--- src/rtl/data_bus_ctrl_pkg.sv ---
// Shared definitions for the data-side bus controller: FSM encodings,
// the read value returned on a bus error, and the index-width helper.
package data_bus_ctrl_pkg;

  typedef enum logic [1:0] {
    ST_IDLE = 2'd0,
    ST_REQ  = 2'd1,
    ST_DONE = 2'd2
  } bus_state_e;

  localparam logic [31:0] ERR_RDATA = 32'h0000_0000;

  // A single slave still needs one index bit so the range check stays meaningful.
  function automatic int idx_width(input int n);
    return (n > 1) ? $clog2(n) : 1;
  endfunction

endpackage

--- src/rtl/bus_addr_decode.sv ---
// Combinational slave decode: index from the top address bits, one-hot
// request vector and in-range flag. Shared with the instruction-side controller.
module bus_addr_decode
  import data_bus_ctrl_pkg::*;
#(
  parameter int ADDR_W     = 32,
  parameter int NUM_SLAVES = 4,
  parameter int IDX_W      = idx_width(NUM_SLAVES)
) (
  input  logic [ADDR_W-1:0]     addr,
  output logic [IDX_W-1:0]      idx,
  output logic [NUM_SLAVES-1:0] req_onehot,
  output logic                  in_range
);

  logic unused_low_bits;
  assign unused_low_bits = ^addr[ADDR_W-IDX_W-1:0];

  always_comb begin
    idx        = addr[ADDR_W-1 -: IDX_W];
    in_range   = (32'(idx) < NUM_SLAVES);
    req_onehot = '0;
    for (int k = 0; k < NUM_SLAVES; k++) begin
      req_onehot[k] = (32'(idx) == k);
    end
  end

endmodule

--- src/rtl/data_bus_ctrl.sv ---
// Data-side bus controller: decodes the slave, runs a registered req/ack
// handshake and stalls the CPU. Optional wait timeout via `BUS_TIMEOUT_EN.
module data_bus_ctrl
  import data_bus_ctrl_pkg::*;
#(
  parameter int ADDR_W     = 32,
  parameter int DATA_W     = 32,
  parameter int NUM_SLAVES = 4,
  parameter int TIMEOUT    = 255
) (
  input  logic                         clk,
  input  logic                         rst,
  input  logic                         cpu_ce_i,
  input  logic                         cpu_we_i,
  input  logic [ADDR_W-1:0]            cpu_addr_i,
  input  logic [DATA_W/8-1:0]          cpu_sel_i,
  input  logic [DATA_W-1:0]            cpu_wdata_i,
  output logic [DATA_W-1:0]            cpu_rdata_o,
  output logic                         cpu_stall_o,
  output logic                         cpu_err_o,
  output logic [NUM_SLAVES-1:0]        s_req_o,
  output logic                         s_we_o,
  output logic [ADDR_W-1:0]            s_addr_o,
  output logic [DATA_W/8-1:0]          s_sel_o,
  output logic [DATA_W-1:0]            s_wdata_o,
  input  logic [NUM_SLAVES*DATA_W-1:0] s_rdata_i,
  input  logic [NUM_SLAVES-1:0]        s_ack_i
);

  localparam int IDX_W = idx_width(NUM_SLAVES);
  localparam int SEL_W = DATA_W / 8;

  bus_state_e state_q, state_d;

  logic                  we_q;
  logic [ADDR_W-1:0]     addr_q;
  logic [SEL_W-1:0]      sel_q;
  logic [DATA_W-1:0]     wdata_q;
  logic [NUM_SLAVES-1:0] req_q;
  logic                  err_q;
  logic [DATA_W-1:0]     rdata_q;

  logic [IDX_W-1:0]      dec_idx;
  logic [NUM_SLAVES-1:0] dec_onehot;
  logic                  dec_in_range;
  logic                  unused_idx;

  logic                  ack_hit;
  logic                  timeout_hit;
  logic [DATA_W-1:0]     sel_rdata;

  bus_addr_decode #(
    .ADDR_W     (ADDR_W),
    .NUM_SLAVES (NUM_SLAVES),
    .IDX_W      (IDX_W)
  ) u_decode (
    .addr       (cpu_addr_i),
    .idx        (dec_idx),
    .req_onehot (dec_onehot),
    .in_range   (dec_in_range)
  );

  assign unused_idx = ^dec_idx;

  // The latched one-hot vector selects both the ack and the read lane,
  // so acks from other slaves never reach the FSM.
  assign ack_hit = |(s_ack_i & req_q);

  always_comb begin
    sel_rdata = '0;
    for (int k = 0; k < NUM_SLAVES; k++) begin
      if (req_q[k]) sel_rdata = sel_rdata | s_rdata_i[k*DATA_W +: DATA_W];
    end
  end

`ifdef BUS_TIMEOUT_EN
  logic [7:0] wait_cnt_q;

  assign timeout_hit = (wait_cnt_q == 8'(TIMEOUT - 1));

  always_ff @(posedge clk or negedge rst) begin
    if (!rst)                              wait_cnt_q <= '0;
    else if (state_q == ST_REQ && !ack_hit) wait_cnt_q <= wait_cnt_q + 8'd1;
    else                                   wait_cnt_q <= '0;
  end
`else
  logic unused_timeout;
  assign unused_timeout = (TIMEOUT != 0);
  assign timeout_hit    = 1'b0;
`endif

  always_ff @(posedge clk or negedge rst) begin
    if (!rst) state_q <= ST_IDLE;
    else      state_q <= state_d;
  end

  // Stall is raised combinationally in the request cycle so the CPU never
  // advances past an access that has not been accepted yet.
  always_comb begin
    state_d     = state_q;
    cpu_stall_o = 1'b0;
    cpu_err_o   = 1'b0;
    s_req_o     = '0;
    case (state_q)
      ST_IDLE: begin
        if (cpu_ce_i) begin
          cpu_stall_o = 1'b1;
          state_d     = dec_in_range ? ST_REQ : ST_DONE;
        end
      end
      ST_REQ: begin
        cpu_stall_o = 1'b1;
        s_req_o     = req_q;
        if (ack_hit || timeout_hit) state_d = ST_DONE;
      end
      ST_DONE: begin
        cpu_err_o = err_q;
        state_d   = ST_IDLE;
      end
      default: state_d = ST_IDLE;
    endcase
  end

  // Ack is tested before timeout so a simultaneous ack completes cleanly.
  always_ff @(posedge clk or negedge rst) begin
    if (!rst) begin
      we_q    <= 1'b0;
      addr_q  <= '0;
      sel_q   <= '0;
      wdata_q <= '0;
      req_q   <= '0;
      err_q   <= 1'b0;
      rdata_q <= '0;
    end else begin
      if (state_q == ST_IDLE && cpu_ce_i) begin
        we_q    <= cpu_we_i;
        addr_q  <= cpu_addr_i;
        sel_q   <= cpu_sel_i;
        wdata_q <= cpu_wdata_i;
        req_q   <= dec_onehot;
        err_q   <= !dec_in_range;
        if (!dec_in_range && !cpu_we_i) rdata_q <= DATA_W'(ERR_RDATA);
      end
      if (state_q == ST_REQ) begin
        if (ack_hit) begin
          if (!we_q) rdata_q <= sel_rdata;
        end else if (timeout_hit) begin
          err_q <= 1'b1;
          if (!we_q) rdata_q <= DATA_W'(ERR_RDATA);
        end
      end
    end
  end

  assign s_we_o      = we_q;
  assign s_addr_o    = addr_q;
  assign s_sel_o     = sel_q;
  assign s_wdata_o   = wdata_q;
  assign cpu_rdata_o = rdata_q;

endmodule

--- config.mk ---
export PLATFORM = sky130hd
export DESIGN_NAME = data_bus_ctrl
export DESIGN_NICKNAME = d
export VERILOG_FILES = /design/src/rtl/data_bus_ctrl_pkg.sv /design/src/rtl/bus_addr_decode.sv /design/src/rtl/data_bus_ctrl.sv
export SDC_FILE = /design/constraint.sdc
export NUM_CORES = 1
export LEC_CHECK = 0
export ABC_AREA = 1
export BUFFER_PORTS_ARGS = -buffer_cell sky130_fd_sc_hd__buf_2
export CAP_MARGIN = 20
export CORE_MARGIN = 5
export CORE_UTILIZATION = 29
export DETAILED_ROUTE_END_ITERATION = 10
export SLEW_MARGIN = 20
export SYNTH_ARGS = -nofsm -noshare
export SYNTH_HDL_FRONTEND = slang
export SYNTH_SLANG_ARGS = --single-unit
--- constraint.sdc ---
create_clock -name clk -period 1.2 [get_ports clk]
set_clock_uncertainty 0.1 [all_clocks]
set_input_delay 0.06 -clock clk [delete_from_list [all_inputs] [get_ports clk]]
set_output_delay 0.06 -clock clk [all_outputs]
set_load 0.005 [all_outputs]
After elaboration in Yosys (flattened, before gate mapping)

Cells that the tools add are included.

Register bits: 107
Latch bits: 0
Memory bits (writable): 0
Bits in read-only memories: 0
Output and inout port bits: 107
Logic and storage cells: 34
Memories: 0

Add/subtract/negate cells: 0
Multiply operators: 0
Divide/modulo/power cells: 0
Order comparisons: 0
Equality and inequality tests: 6
Shifts and indexed selects: 0
Multiplexer cells: 10
Bitwise operators: 5
Reductions and logical operators: 6

Operator list:

| operator                                             | count |
|---|---|
| two-way mux 32 bit                                   | 4 |
| bitwise OR 32 bit                                    | 3 |
| AND 4 bit                                            | 1 |
| equality test 2 x 1 -> 1 bit (second input constant) | 2 |
| equality test 2 bit (second input constant)          | 2 |
| zero test 2 bit                                      | 2 |
| two-way mux 2 bit                                    | 2 |
| two-way mux 4 bit                                    | 1 |
| != test 2 bit (second input constant)                | 2 |
| case mux 2 bit (2 select lines)                      | 1 |
| OR reduction 4 bit                                   | 1 |
| AND reduction 3 bit                                  | 1 |
| case mux 1 bit (2 select lines)                      | 1 |
| AND reduction 2 bit                                  | 1 |
| logical AND 1 bit                                    | 1 |
| two-way mux 1 bit                                    | 1 |
| inverter 1 bit                                       | 1 |

Longest topological paths before layout

Gate-level depths: netlist of the first run.

Depth after elaboration: 7
Gate-level depth with buffers: 9
Mapped depth without buffers: 7

Hierarchy

A second synthesis of the first run with hierarchy kept.

Cell total of the unflattened synthesis: 732
Area, all modules: 5,321.4 sq um

Modules (own cells, without submodules):

| module          | instances | cells each | area an instance (sq um) | sequential area each (sq um) |
|---|---|---|---|---|
| data_bus_ctrl   | 1         | 721        | 5,268.8                  | 2,702.6 |
| bus_addr_decode | 1         | 11         | 52.6                     | 0.0 |

Least setup slack after synthesis of the first run

Ideal clock, no wire load.

Kind: register -> register
From: register req_q[2]
To: register rdata_q[10], in the netlist cpu_rdata_o[10]
Library setup time: 0.116 ns
Data arrival time: 0.979 ns
Required time: 0.984 ns
Path slack: 0.005 ns
Cell stages (with the launch flop): 9
Path buffers: 2
Cell sequence: dfrtp_1 > buf_2 > nand2_1 > nand2_1 > inv_2 > nand2_4 > buf_4 > nand3_1 > nand2_1

Longest elaborated chain between the ends: 3
Elaborated cells between the ends (all ways): 6
Those cells by class: mux (2); bitwise (2); reduce/logical (2)

Ends and longest elaborated chain:

| element                                                                           | RTL line                                 | text |
|---|---|---|
| from (decl)                                                                       | data_bus_ctrl.sv:39                      | `logic [NUM_SLAVES-1:0] req_q;` |
| from (signal assigned)                                                            | data_bus_ctrl.sv:140                     | `req_q <= dec_onehot;` |
| AND 4 bit / two-way mux 32 bit (equally long branches)                            | data_bus_ctrl.sv:67, data_bus_ctrl.sv:72 |  |
| OR reduction 4 bit / bitwise OR 32 bit (equally long branches)                    | data_bus_ctrl.sv:67, data_bus_ctrl.sv:72 |  |
| AND reduction 3 bit (no source line) / two-way mux 32 bit (equally long branches) | n/a                                      |  |
| to (signal assigned)                                                              | data_bus_ctrl.sv:142                     | `if (!dec_in_range && !cpu_we_i) rdata_q <= DATA_W'(ERR_RDATA);` |
| to (signal assigned)                                                              | data_bus_ctrl.sv:146                     | `if (!we_q) rdata_q <= sel_rdata;` |
| to (signal assigned)                                                              | data_bus_ctrl.sv:149                     | `if (!we_q) rdata_q <= DATA_W'(ERR_RDATA);` |
| to (decl)                                                                         | data_bus_ctrl.sv:41                      | `logic [DATA_W-1:0] rdata_q;` |

Several ways; a longest one is shown, not always the timed one.
A chain may end at the register's enable or synchronous reset.

Worst setup path in the final report of the first run

From: register state_q[1]
To: register wdata_q[20], in the netlist s_wdata_o[20]

Longest elaborated chain between the ends: 2

Ends and longest elaborated chain:

| element                | RTL line             | text |
|---|---|---|
| from (decl)            | data_bus_ctrl.sv:33  | `bus_state_e state_q, state_d;` |
| from (signal assigned) | data_bus_ctrl.sv:94  | `else state_q <= state_d;` |
| zero test 2 bit        | data_bus_ctrl.sv:135 | `if (state_q == ST_IDLE && cpu_ce_i) begin` |
| logical AND 1 bit      | data_bus_ctrl.sv:135 |  |
| to (signal assigned)   | data_bus_ctrl.sv:139 | `wdata_q <= cpu_wdata_i;` |
| to (decl)              | data_bus_ctrl.sv:38  | `logic [DATA_W-1:0] wdata_q;` |

No other way between the ends.

==> flow_summary.toml, run 1 <==
[logic_synthesis]
synth_area_mm2 = 0.005381
yosys_warnings = 0
synth-seq-cells = 107
synth-compound-area-share_pct = 0.5115
synthXorXnorAreaFrac_pct = 0
synthSimpleGateAreaFrac_pct = 39.50
muxShareOfSynthArea_pct = 0
ys_types = 18
synthAdderAreaFrac_pct = 0
synth_top_family_by_area = "simple AND/OR/NAND/NOR gates"
ys_seq_area_share_pct = 49.76
synth_top_area_share_pct = 49.76
yosys-top-cells-area = "dfrtp_1, nand2_1, inv_1, nand3_1, buf_6"
yosys.area.top_type = "dfrtp_1"
syn-num-nets = 978
synth.avg_cell_area_um2 = 6.953
synthCells = 774

[global_routing]
grt_pass1_wl_um = 34890
grtUsageTotal_pct = 20.27
grt_pass1_vias = 6485
met2_usage_pct = 35.22
grt_start_max_net_pins = 52
grt-busiest-layer = "met2"
grt_antenna_before_repair = 1
met1_usage_pct = 24.43
use_met3_pct = 5.609
overflow = 0

[worst_hold_path]
hold_path_class = "in -> reg"

[clock_network]
cts_root_buf = "clkbuf_16"
cts_tree = "built"
cts_buffers = 9
htreeDepth = 3
insertion_delay_ns = 0.35
clk_pin_slew_ns = 0.08
cts_num_sinks = 107
clockBufferDepth = 2

[die]
core_mm2 = 0.01815
die_w_um = 146.2
initial_utilization_pct = 29.65
fp.dieH_um = 146.2
dieArea_mm2 = 0.02138
core.rowCount = 49
io_pins = 311

[sta]
setup_viol = 111
drv_slew = 0
max_freq_mhz = 713.7
setup-tns-final_ns = -16.52
fin_hold_ws_ns = 0.01418
post-route-min-period_ns = 1.401
fin_crit_sh_pct = 116.8
fin_ws_ns = -0.2012
rsz0062_at_grt = "true"
hold_violations = 0

[finish]
drive_gt1_share_pct = 42.88
fin_nets = 1407
syn_to_final_growth_pct = 82.86

[route]
drt_iter0_drc = 199
drt_wl_total_um = 23420
drt.antenna.violating_nets = 0
vias = 6436
vias_per_cell = 4.476
post-route-drc-count = 0
wl_per_cell_um = 16.29
drt_pass1_iterations = 4

[place]
place_congestion = 0.8380
dp.final_hpwl_um = 14240
port_buffers = 309

[critical_path]
criticalPathCategory = "reg -> reg"
start_kind = "flop"
cp_data_arrival_time_ns = 1.59
crit_fanout = 7
rrSetupSlack_ns = -0.20
cp_data_required_time_ns = 1.39
crit_path_end_kind = "flop"

[pwr]
power.total_mw = 24.52
power_density_mw_per_mm2 = 2492
vdd_drop_max_mv = 1.354
p_leak_nw = 5.630

[status]
violations = "setup timing"
status = "finished, violations left"

[flow_run]
max-cap-violations = 0
-- flip-flops by register name (all words and copies together), names as in the netlist --
signal       count
s_wdata_o       32
s_sel_o          4
s_we_o           1
s_addr_o        32
cpu_rdata_o     32
req_q            4
state_q          2
-- final timing paths --
check,endpoint,depth (start not counted),startpoint
worst max register to register,s_wdata_o[20],7,state_q[1]
worst min register to register,s_addr_o[5],2,s_addr_o[5]
worst min-delay path,cpu_rdata_o[7],7,s_rdata_i[39]
max in group asynchronous,cpu_rdata_o[8],3,rst
worst max-delay path,s_wdata_o[20],7,state_q[1]
min in group asynchronous,cpu_rdata_o[2],3,rst
-- report_power, final --
part | leakage, nW | switching [mW] | internal (mW) | total, mW
clock network | 0.157 | 1.53 | 1.69 | 3.21
registers | 1.32 | 1.17 | 5.37 | 6.54
logic | 4.15 | 7.60 | 7.17 | 14.8
total | 5.63 | 10.3 | 14.2 | 24.5
-- layer usage --
layer	vias to the layer above	share of wire, %
met5	-	0
met4	0	2.9
met3	40	8.2
met2	293	49
met1	2957	40
li1	3146	-
-- layout by cell type, fill, tap and decap left out, types with 3 or more instances in the layout --
cell type        n
dfrtp_1        104
buf_6           16
inv_1           66
nand3_2         22
dfrtp_2          3
nand2_4         15
buf_16           9
dlygate4sd3_1   78
nand2_8          4
nand3_1         11
buf_12          22
buf_4           11
nand2_2         64
nor2_4           5
clkbuf_16       19
inv_2            5
buf_8            6
buf_2          304
nand2_1        426
-- cells in the mapped netlist, drive strengths merged --
master,count
a21oi,1
buf,37
clkbuf,4
conb,1
dfrtp,107
inv,72
nand2,507
nand3,33
nor2,8
o21ai,2
o22ai,2
-- worst max-delay path: stages, from the launching register on --
cell and delay [ns]:
dfrtp_1 0.38, inv_2 0.09, nand2_4 0.06, nor2_4 0.16
buf_8 0.17, bufbuf_16 0.26, nand2_1 0.04, nand2_1 0.08
-- logic make-up (layout without fill, tap and decap cells) --
group,count (synthesis),in the layout
compound gates,5,5
simple gates,548,550
buf+inv,113,545
other cells,1,2
flops,107,107
-- stage by stage --
stage	std cells	setup WS [ns]	utilization, %	instance area (um2)
after CTS	1422	-0.2050	51.03	9261
after global routing	1438	-0.2825	54.23	9841
after floorplan	774	0.004805	-	5381
after global placement	1300	-0.09107	40.16	7288
final	1438	-0.2012	54.23	9841
after detailed placement	1300	-0.1531	40.16	7288
-- timing repair --
action	in CTS	in global routing
endpoints found under the setup margin	111	112
pin swaps	33	30
gates cloned	14	16
endpoints found under the hold margin	184	0
hold buffers	78	0
buffers inserted	15	4
resized for setup	85	110
-- cell type report --
type                    count  area [um2]
multi-input cells         556        2641
flip-flops and latches    107        2681
clock inverters             7       95.09
fillers                  1676        8307
repair buffers            457        3626
inverters                  72       282.8
well taps                 229       286.5
diodes                      1       2.502
clock buffers               9       225.2
Power figures use the tool's default switching activity.
==> run 2: changes to the inputs <==
- CORE_MARGIN: 5 -> 2
- CORE_UTILIZATION: 29 -> 40
- PLACE_DENSITY: not set -> 0.77
==> flow_summary.toml, run 2 (synthesis results as in run 1) <==
[status]
status = "finished, violations left"
violations = "setup timing"

[global_routing]
overflow = 0
grt_pass1_wl_um = 32170
grt_start_max_net_pins = 35
grt_pass1_vias = 6628
grtUsageTotal_pct = 28.56
grt_antenna_before_repair = 6

[die]
core.rowCount = 42
core_mm2 = 0.01319
die_w_um = 120.0
initial_utilization_pct = 40.80
dieArea_mm2 = 0.01440
io_pins = 311
fp.dieH_um = 120.0

[critical_path]
crit_path_end = "s_wdata_o[12]"
start_kind = "flop"
cp_slowest_cell = "dfrtp_1"
rrSetupSlack_ns = -0.25
crit_fanout = 11
crit_path_end_kind = "flop"
r2r-end = "s_wdata_o[12]"
critPathLaunch = "state_q[0]"
rr_startpoint = "state_q[0]"
cp_data_required_time_ns = 1.32
cp_num_cells = 7
crit_family = "buffers and inverters"
r2r_cells = 7
cp_data_arrival_time_ns = 1.57
criticalPathCategory = "reg -> reg"
cp_slowest_stage_delay_ns = 0.43
cp.buffers_inverters = 4
cp_cell_sequence = "buf_6, nor2_4, buf_6, inv_12, buf_16, nand2_1, nand2_1"

[finish]
drive_gt1_share_pct = 41.03
mostFrequentLayoutCell = "nand2_1"
fin_nets = 1386
syn_to_final_growth_pct = 71.24
nFillCells = 1034
layout_common_cells = "nand2_1, buf_2, dfrtp_1"

[route]
dr_wl_met2_um = 11020
drt_pass1_iterations = 5
vias_per_cell = 4.785
wl_met1_um = 7969
vias = 6550
drt_wl_total_um = 21640
top_layer = "met4"
post-route-drc-count = 0
drt.antenna.violating_nets = 0
wl_met3_um = 1719
drt_iter0_drc = 634
wl_per_cell_um = 15.80

[pwr]
p_leak_nw = 5.373
power_density_mw_per_mm2 = 2458
vdd_drop_max_mv = 1.485

[clock_network]
cts_root_buf = "clkbuf_16"
cts_buffers = 9
cts_num_sinks = 107
insertion_delay_ns = 0.34
clockBufferDepth = 2
htreeDepth = 3
clk_pin_slew_ns = 0.08
cts_tree = "built"

[sta]
fin_ws_ns = -0.2470
max_freq_mhz = 691.1
setup_viol = 110
post-route-min-period_ns = 1.447
fin_crit_sh_pct = 120.6
drv_slew = 0
fin_hold_ws_ns = 0.01139
rsz0062_at_grt = "true"
hold_violations = 0

[worst_hold_path]
hold_path_class = "in -> reg"

[place]
dp.final_hpwl_um = 12700
dp_slack_ns = -0.1186
port_buffers = 309
place_congestion = 0.8647

[flow_run]
max-cap-violations = 0
-- run 2: worst min-delay path by stage --
stage	from	end	cells after the start
3_3_place_gp	rst	s_addr_o[4]	1
3_5_place_dp	rst	s_addr_o[4]	1
6_report	s_rdata_i[5]	cpu_rdata_o[5]	7
2_1_floorplan	rst	cpu_rdata_o[0]	0
5_1_grt	s_rdata_i[73]	cpu_rdata_o[9]	7
4_1_cts	s_rdata_i[62]	cpu_rdata_o[30]	7
-- run 2: routing by layer --
metal	global-route usage, %	vias up
li1	-	3099
met1	31.30	3014
met2	50.92	368
met3	6.321	69
met4	15.88	0
met5	0	-
-- run 2: power by group --
part	switching (mW)	leakage, nW	internal [mW]	total, mW
Clock	1.49	0.147	1.53	3.02
Sequential	1.22	1.32	5.36	6.58
Combinational	6.98	3.90	6.07	13.1
-- run 2: per-stage QoR --
step	total power, mW	area [um2]	TNS [ns]	cells	util, %
floorplan	11.64	5381	0	774	-
global placement	15.48	7217	-7.083	1243	54.71
detailed placement	15.68	7217	-9.864	1243	54.71
CTS	21.20	8890	-13.40	1359	67.40
global route	24.26	9215	-24.16	1369	69.86
finish	22.65	9215	-17.06	1369	69.86
-- run 2: cell type report --
cell class,instances,area (um2),area share (%)
Timing Repair Buffer,438,3229,35.04
Sequential cell,107,2680,29.08
Multi-Input combinational cell,554,2482,26.94
Inverter,72,282.8,3.069
Clock buffer,10,239.0,2.593
Tap cell,176,220.2,2.390
Clock inverter,6,66.31,0.7196
Antenna cell,6,15.01,0.1629
-- run 2: tightest hold or removal path: stages --
cell and delay (ns):
buf_2 0.07, nand2_1 0.04, nand2_1 0.04, inv_1 0.03
nand2_1 0.05, nand3_1 0.07, nand2_1 0.06
-- run 2: timing repair --
item | 4_1_cts | 5_1_grt
cloned | 9 | 6
endpoints found under the setup margin | 110 | 112
pin swaps | 5 | 17
hold buffers | 70 | 0
hold endpoints to repair | 180 | 0
setup buffers | 22 | 1
gates resized for setup | 83 | 72
